--- src/rtl/load_store_unit.sv ---
// load_store_unit
// ---------------
// Initiator side of the data-memory port. Takes RISC-V load/store requests
// from the CPU datapath over a ready/valid handshake and turns them into
// word-aligned memory accesses. Loads are lane-selected and sign/zero
// extended. Sub-word stores read the target word through the memory's
// combinational read port, merge the new lane(s), and write the whole word
// back on a clock edge. Every accepted request ends with a one-cycle
// respValid pulse.
//
// Ports:
//   clk, reset                 clock, synchronous active-high reset
//   reqValid/reqReady          request handshake (accept when both high)
//   reqStore, reqFunct3        operation: store/load and RISC-V width code
//   reqAddr, reqData, reqPc    byte address, right-aligned store data, PC
//   respValid, respData        completion pulse and extended load result
//   respError                  request rejected (only with the trap macro)
//   memAddr                    word address of the access (0 when idle)
//   memWriteEnable             write strobe, data in memWriteData
//   memReadData                combinational read data for memAddr
//   memPc                      latched PC for the memory's write log
//
// Configuration macro: LSU_MISALIGN_TRAP_EN
//   defined   - misaligned H/W accesses and illegal funct3 codes are
//               rejected with respError and never touch memory
//   undefined - respError is 0, offending low address bits are ignored and
//               illegal funct3 codes behave as word accesses

`ifndef ADDR_SIZE
`define ADDR_SIZE 32
`endif
`ifndef WORD_LEN
`define WORD_LEN 32
`endif

module load_store_unit (
    input  logic                  clk,
    input  logic                  reset,
    input  logic                  reqValid,
    output logic                  reqReady,
    input  logic                  reqStore,
    input  logic [2:0]            reqFunct3,
    input  logic [`ADDR_SIZE-1:0] reqAddr,
    input  logic [`WORD_LEN-1:0]  reqData,
    input  logic [`ADDR_SIZE-1:0] reqPc,
    output logic                  respValid,
    output logic [`WORD_LEN-1:0]  respData,
    output logic                  respError,
    output logic [`ADDR_SIZE-1:0] memAddr,
    output logic                  memWriteEnable,
    output logic [`WORD_LEN-1:0]  memWriteData,
    input  logic [`WORD_LEN-1:0]  memReadData,
    output logic [`ADDR_SIZE-1:0] memPc
);

    typedef enum logic [2:0] {IDLE, LOAD, STORE_RD, STORE_WR, RESP} state_t;
    typedef enum logic [1:0] {SZ_BYTE, SZ_HALF, SZ_WORD} size_t;

    state_t                  state;
    logic [`ADDR_SIZE-1:0]   addr_reg;
    logic [`WORD_LEN-1:0]    data_reg;
    logic [`ADDR_SIZE-1:0]   pc_reg;
    logic [2:0]              funct3_reg;
    logic                    store_reg;
    logic                    error_reg;
    logic [`WORD_LEN-1:0]    merge_reg;
    logic [`WORD_LEN-1:0]    resp_data_reg;

    size_t                   req_size;
    size_t                   size_reg;
    logic                    req_error;
    logic [7:0]              byte_val;
    logic [15:0]             half_val;
    logic [`WORD_LEN-1:0]    load_result;
    logic [`WORD_LEN-1:0]    merged;

    // Any code that is not a legal B/H/BU/HU falls back to a word access;
    // the unsigned variants only exist for loads.
    function automatic size_t decode_size(input logic [2:0] f3, input logic st);
        size_t sz;
        sz = SZ_WORD;
        if (f3 == 3'b000 || (!st && f3 == 3'b100))
            sz = SZ_BYTE;
        else if (f3 == 3'b001 || (!st && f3 == 3'b101))
            sz = SZ_HALF;
        return sz;
    endfunction

    assign req_size = decode_size(reqFunct3, reqStore);
    assign size_reg = decode_size(funct3_reg, store_reg);

    always_comb begin
        req_error = 1'b0;
`ifdef LSU_MISALIGN_TRAP_EN
        if (reqFunct3 == 3'b011 || reqFunct3[2:1] == 2'b11 || (reqStore && reqFunct3[2]))
            req_error = 1'b1;
        else if (req_size == SZ_HALF && reqAddr[0])
            req_error = 1'b1;
        else if (req_size == SZ_WORD && reqAddr[1:0] != 2'b00)
            req_error = 1'b1;
`endif
    end

    // Lane extraction for loads; addr[0] is ignored for halves so that the
    // non-trapping build simply rounds misaligned halves down.
    always_comb begin
        byte_val = memReadData[7:0];
        case (addr_reg[1:0])
            2'd1:    byte_val = memReadData[15:8];
            2'd2:    byte_val = memReadData[23:16];
            2'd3:    byte_val = memReadData[31:24];
            default: byte_val = memReadData[7:0];
        endcase
        half_val = addr_reg[1] ? memReadData[31:16] : memReadData[15:0];
        load_result = memReadData;
        if (size_reg == SZ_BYTE)
            load_result = funct3_reg[2] ? {24'd0, byte_val} : {{24{byte_val[7]}}, byte_val};
        else if (size_reg == SZ_HALF)
            load_result = funct3_reg[2] ? {16'd0, half_val} : {{16{half_val[15]}}, half_val};
    end

    // Read-modify-write merge: only the addressed lane(s) change, all other
    // bits come straight from the word read back from memory.
    always_comb begin
        merged = memReadData;
        if (size_reg == SZ_BYTE) begin
            case (addr_reg[1:0])
                2'd1:    merged[15:8]  = data_reg[7:0];
                2'd2:    merged[23:16] = data_reg[7:0];
                2'd3:    merged[31:24] = data_reg[7:0];
                default: merged[7:0]   = data_reg[7:0];
            endcase
        end else if (addr_reg[1]) begin
            merged[31:16] = data_reg[15:0];
        end else begin
            merged[15:0] = data_reg[15:0];
        end
    end

    always_ff @(posedge clk) begin
        if (reset) begin
            state         <= IDLE;
            addr_reg      <= '0;
            data_reg      <= '0;
            pc_reg        <= '0;
            funct3_reg    <= '0;
            store_reg     <= 1'b0;
            error_reg     <= 1'b0;
            merge_reg     <= '0;
            resp_data_reg <= '0;
        end else begin
            case (state)
                IDLE: begin
                    if (reqValid) begin
                        addr_reg      <= reqAddr;
                        data_reg      <= reqData;
                        pc_reg        <= reqPc;
                        funct3_reg    <= reqFunct3;
                        store_reg     <= reqStore;
                        error_reg     <= req_error;
                        resp_data_reg <= '0;
                        if (req_error)
                            state <= RESP;
                        else if (!reqStore)
                            state <= LOAD;
                        else if (req_size == SZ_WORD)
                            state <= STORE_WR;
                        else
                            state <= STORE_RD;
                    end
                end
                LOAD: begin
                    resp_data_reg <= load_result;
                    state         <= RESP;
                end
                STORE_RD: begin
                    merge_reg <= merged;
                    state     <= STORE_WR;
                end
                STORE_WR: state <= RESP;
                RESP:     state <= IDLE;
                default:  state <= IDLE;
            endcase
        end
    end

    assign reqReady       = (state == IDLE);
    assign respValid      = (state == RESP);
    assign respData       = resp_data_reg;
    assign respError      = (state == RESP) & error_reg;
    assign memAddr        = (state == IDLE) ? '0 : {addr_reg[`ADDR_SIZE-1:2], 2'b00};
    assign memPc          = pc_reg;
    // Reset gates the strobe directly so a reset landing in STORE_WR can
    // never commit a partial read-modify-write.
    assign memWriteEnable = (state == STORE_WR) & ~error_reg & ~reset;
    assign memWriteData   = (state != STORE_WR) ? '0 :
                            (size_reg == SZ_WORD) ? data_reg : merge_reg;

endmodule

--- config.mk ---
export PLATFORM = sky130hd
export DESIGN_NAME = load_store_unit
export DESIGN_NICKNAME = d
export VERILOG_FILES = /design/src/rtl/load_store_unit.sv
export SDC_FILE = /design/constraint.sdc
export NUM_CORES = 1
export LEC_CHECK = 0
export CAP_MARGIN = 20
export CORE_ASPECT_RATIO = 1.25
export CORE_MARGIN = 4
export CORE_UTILIZATION = 49
export DETAILED_ROUTE_END_ITERATION = 6
export PLACE_DENSITY = 0.9
export REMOVE_ABC_BUFFERS = 1
export SLEW_MARGIN = 20
export SYNTH_ARGS = -nofsm -noshare
export SYNTH_HDL_FRONTEND = slang
export SYNTH_SLANG_ARGS = --single-unit
--- constraint.sdc ---
create_clock -name clk -period 2.7 [get_ports clk]
set_clock_uncertainty 0.1 [all_clocks]
set_input_delay 0.27 -clock clk [delete_from_list [all_inputs] [get_ports clk]]
set_output_delay 0.27 -clock clk [all_outputs]
set_load 0.01 [all_outputs]
Word-level counts from Yosys, hierarchy flattened

Cells that the tools add are included.

Flip-flop bits (word level): 167
Output and inout bits: 132
Bits of input ports: 135

Equality and inequality tests: 18
Reduce and logical (&&, ||, !) cells: 19
Bitwise gates (word level): 2
Muxes and demuxes: 26

Operators by type and width:

| cell                                                                   | count |
|---|---|
| 32-bit two-way mux                                                     | 9 |
| 32-bit one-hot mux with 2 select lines                                 | 1 |
| 16-bit two-way mux                                                     | 3 |
| 8-bit two-way mux                                                      | 4 |
| 8-bit one-hot mux with 3 select lines                                  | 1 |
| 3-bit equality test (second input constant)                            | 5 |
| 2-bit two-way mux                                                      | 5 |
| 3-bit by 1-bit equality test with 1-bit output (second input constant) | 3 |
| 3-bit logical NOT                                                      | 3 |
| 3-bit one-hot mux with 3 select lines                                  | 1 |
| 2-bit equality test (second input constant)                            | 4 |
| 3-bit by 2-bit equality test with 1-bit output (second input constant) | 2 |
| 2-bit by 1-bit equality test with 1-bit output (second input constant) | 2 |
| 1-bit logical AND                                                      | 4 |
| 1-bit logical OR                                                       | 4 |
| 2-bit AND reduction                                                    | 2 |
| 3-bit two-way mux                                                      | 1 |
| 3-bit by 2-bit != test with 1-bit output (second input constant)       | 1 |
| 3-bit OR reduction                                                     | 1 |
| 1-bit logical NOT                                                      | 2 |
| 2-bit logical NOT                                                      | 1 |
| 2-bit != test (second input constant)                                  | 1 |
| 2-bit nonzero test                                                     | 1 |
| 2-bit OR reduction                                                     | 1 |
| other kinds (3)                                                        | 3 |

Longest topological paths before layout

Depth in word-level cells: 10
Mapped depth: 7

Least setup slack after synthesis

OpenSTA, ideal clock, no wires.

Kind: register to output
From: reg funct3_reg[2]
To: out memWriteData[10]
Path slack: 840 ps
Data required time: 2,330 ps
Arrival time: 1,490 ps
Stages on the path, launching flop included: 7
Path through: dfxtp_1 > buf_2 > a21o_1 > clkbuf_1 > buf_1 > nand2_1 > a21oi_1

Longest elaborated chain between the ends: 8

Ends and longest elaborated chain:

| item                   | line | source |
|---|---|---|
| start, declared        | 63   | `logic [2:0] funct3_reg;` |
| start signal, assigned | 158  | `funct3_reg <= reqFunct3;` |
| 3-bit equality test    | 84   | `else if (f3 == 3'b001 \|\| (!st && f3 == 3'b101))` |
| 1-bit logical AND      | 84   |  |
| 1-bit logical OR       | 84   |  |
| 2-bit two-way mux      | 84   |  |
| 2-bit two-way mux *    | 82   | `if (f3 == 3'b000 \|\| (!st && f3 == 3'b100))` |
| 2-bit equality test *  | 197  | `(size_reg == SZ_WORD) ? data_reg : merge_reg;` |
| 32-bit two-way mux *   | 197  |  |
| 32-bit two-way mux *   | 196  | `assign memWriteData = (state != STORE_WR) ? '0 :` |
| end, declared          | 51   | `` output logic [`WORD_LEN-1:0] memWriteData, `` |

Every way passes the cells marked *; elsewhere a longest branch is shown, timed or not.

Worst setup path after layout

From: reg state[1]
To: out memWriteData[11]

Longest elaborated chain between the ends: 2

Ends and longest elaborated chain:

| item                                     | line | source |
|---|---|---|
| start, declared                          | 59   | `state_t state;` |
| start signal, assigned                   | 142  | `state <= IDLE;` |
| start signal, assigned                   | 163  | `state <= RESP;` |
| start signal, assigned                   | 165  | `state <= LOAD;` |
| 3-bit by 2-bit != test with 1-bit output | 196  |  |
| 32-bit two-way mux                       | 196  |  |

No other way between the ends.

==> qor.txt <==
outcome: completed
grt ovf: 0
Largest stage delay, worst path: 590 ps
largest cells by area after synthesis: dfxtp_1 (43%), nand2_1 (15%), a21oi_1 (9.6%), o21ai_0 (2.8%), clkbuf_1 (2.7%)
Most used DFF post-synth: dfxtp_1
H-tree Lvls: 4
M1 WL: 9540 um
Critical Path End Type: output port
slew margin rel.: 0.367
Clk network pwr share: 0.393
worst hold start: reset
Synth top area share: 0.435
internal power: 4.73 mW
Critical Path RT: 2330 ps
hold crit path type: input port to flop
gp weighted congestion: 0.830
Top Layer Used: met4
Placed Cells incl. Taps: 1,413
die area: 17,800 um2
routed len/inst: 18.0 um
power per cell area: 594 nW/um2
WHS: 198 ps
crit-path cells: nand3b_1 -> buf_4 -> a21oi_1 -> clkdlybuf4s50_1
Worst Hold Path Cells: 2
Synth async-reset ratio: 0
family with the most delay on the worst path: buffers and inverters
sw frac: 0.284
Max Slew Vio Count: 0
combinational share of power: 0.190
Post-DP Area: 10,500 um2
TritonCTS clock tree: yes
CP Launch Type: flop
sequential share of power: 0.417
clock slew at reported path FFs: 70 ps
number of synthesized register bits: 167
clk sinks: 167
YS warnings: 0
Switch Pwr: 1.88 mW
Final Power: 6.61 mW
Critical Setup Path Class: flop to output port
register area share after synthesis: 0.435
share of cells above drive strength 1: 0.0807
via count: 8,183
Synth cell types: 46
PortBufs: 263
Synth Instances: 1,002
boundary pin count: 267
R2R Setup Slk: 430 ps
Final Hold Viols: 0
Leak: 3.87 nW
crit path DAT: 2210 ps
R2R Path Start: addr_reg[0]
post-route cell area: 11,100 um2
number of synthesized flops with an enable pin: 0
Clock Path Buffers: 2
Rows: 50
RR Endpoint: merge_reg[15]
Final Cycle Share: 0.956
largest area contributor in the netlist: dfxtp_1
total track usage: 0.286
Final min period: 2580 ps
Reg2Reg Depth: 3
initial antenna violation count: 0
CP max FO: 33
Core Region: 15,200 um2
critical path's slowest cell: clkdlybuf4s50_1
clk_lat worst skew: 430 ps
WL final: 26,100 um
max-cap violation count: 0
TNS Setup: 0 ps
worst slew pin tran: 950 ps
starting density of the core: 0.506
DR pass1 iterations: 6
Peak VDD IR: 0.452 mV
pin count of the biggest net entering global routing: 58
routed wl met3: 2530 um
die height: 148 um
Buf+Inv Stages, Crit Path: 2
vias in the first global route: 7,917
antenna-violating nets left: 0
setup violators final: 0
most frequent cells after synthesis: nand2_1 (300), dfxtp_1 (167), a21oi_1 (147), clkbuf_1 (56), nor2_1 (54)
synthesized cell area: 7690 um2
met2 routed WL: 12,800 um
syn avg cell area: 7.67 um2
Inserted Clock Buffers: 17
fin nets: 1,361
Non-Filler Instances: 1,447
DRC: 0
hold path endpoint: state[2]
clock root cell: clkbuf_16
Die W: 120 um
Layout area overhead: 44.8%
half-perimeter wire length after detailed placement: 18,700 um
Peak Freq: 388 MHz
global-route wire length before repair: 40,800 um
RSZ-0062 raised after global routing: no
most instantiated library cell after synthesis: nand2_1
Antenna Cells: 0
post-DR vias/cell: 5.66
Iter 0 DRT Violations: 774
[what timing repair did]
item | in CTS | in global routing
buffers inserted | 0 | 2
gates resized for setup | 2 | 2
hold buffers | 0 | 0
pin swaps | 0 | 1
endpoints found under the setup margin | 23 | 19
[power groups by stage]
| stage | logic [mW] | registers [mW] | clock network (mW) |
|---|---|---|---|
| after global routing | 1.36 | 2.78 | 2.72 |
| after global placement | 1.21 | 2.80 | 0 |
| after detailed placement | 1.23 | 2.81 | 0 |
| final | 1.25 | 2.76 | 2.60 |
| after CTS | 1.24 | 2.75 | 2.61 |
| after floorplan | 0.535 | 2.81 | 0 |
[per-stage QoR]
step | util | worst slack [ps]
global placement | 0.689 | 358
floorplan | - | -1020
CTS | 0.731 | 28.0
detailed placement | 0.689 | 306
global route | 0.732 | 2.95
finish | 0.732 | 120
[cell usage in the layout (no fill, tap or decap), types with 5 or more instances in the layout]
cell	count
a32o_1	18
nor2_1	54
a2111oi_1	6
clkbuf_16	17
a2111oi_2	10
dfxtp_1	164
mux4_2	7
and3_1	11
mux2i_1	8
nand2b_1	11
nand3b_1	12
a21oi_1	145
o21ai_0	43
buf_4	28
nor3_1	26
nand2_1	299
a311oi_1	11
nor2b_1	31
o221ai_1	8
inv_1	5
clkdlybuf4s50_1	262
clkinv_4	5
[cell type report]
class / count / area (um2)
tap: 208 / 260
clock inverter: 14 / 191
fill: 1118 / 4070
multi-input combinational: 742 / 3980
inverter: 5 / 18.8
timing repair buffer: 293 / 2890
sequential: 167 / 3350
clock buffer: 18 / 439
[metal layers]
| metal | up-vias | track usage |
|---|---|---|
| li1 | 3873 | - |
| met1 | 3778 | 0.330 |
| met2 | 428 | 0.478 |
| met3 | 104 | 0.0857 |
| met4 | 0 | 0.147 |
| met5 | - | 0 |
[worst max-delay path by stage]
stage	from	end	slack [ps]	cells after the start
detailed placement	funct3_reg[2]	memWriteData[2]	310	5
floorplan	state[2]	addr_reg[0]	-1020	4
CTS	store_reg	memWriteData[2]	30	5
global placement	funct3_reg[2]	memWriteData[2]	360	5
global route	state[1]	memWriteData[25]	3	4
finish	state[1]	memWriteData[11]	120	4
[cells by family (layout without fill, tap and decap cells)]
logic type             after synthesis  count (layout)  synth area share
AOI/OAI and AO/OA                  263             263             0.221
buffers and inverters               95             330            0.0529
DFF                                167             167             0.435
muxes                               18              18            0.0353
other                                1               3          0.000488
and+or+nand+nor                    458             458             0.255
No activity file was read; power rests on OpenSTA's default activity.
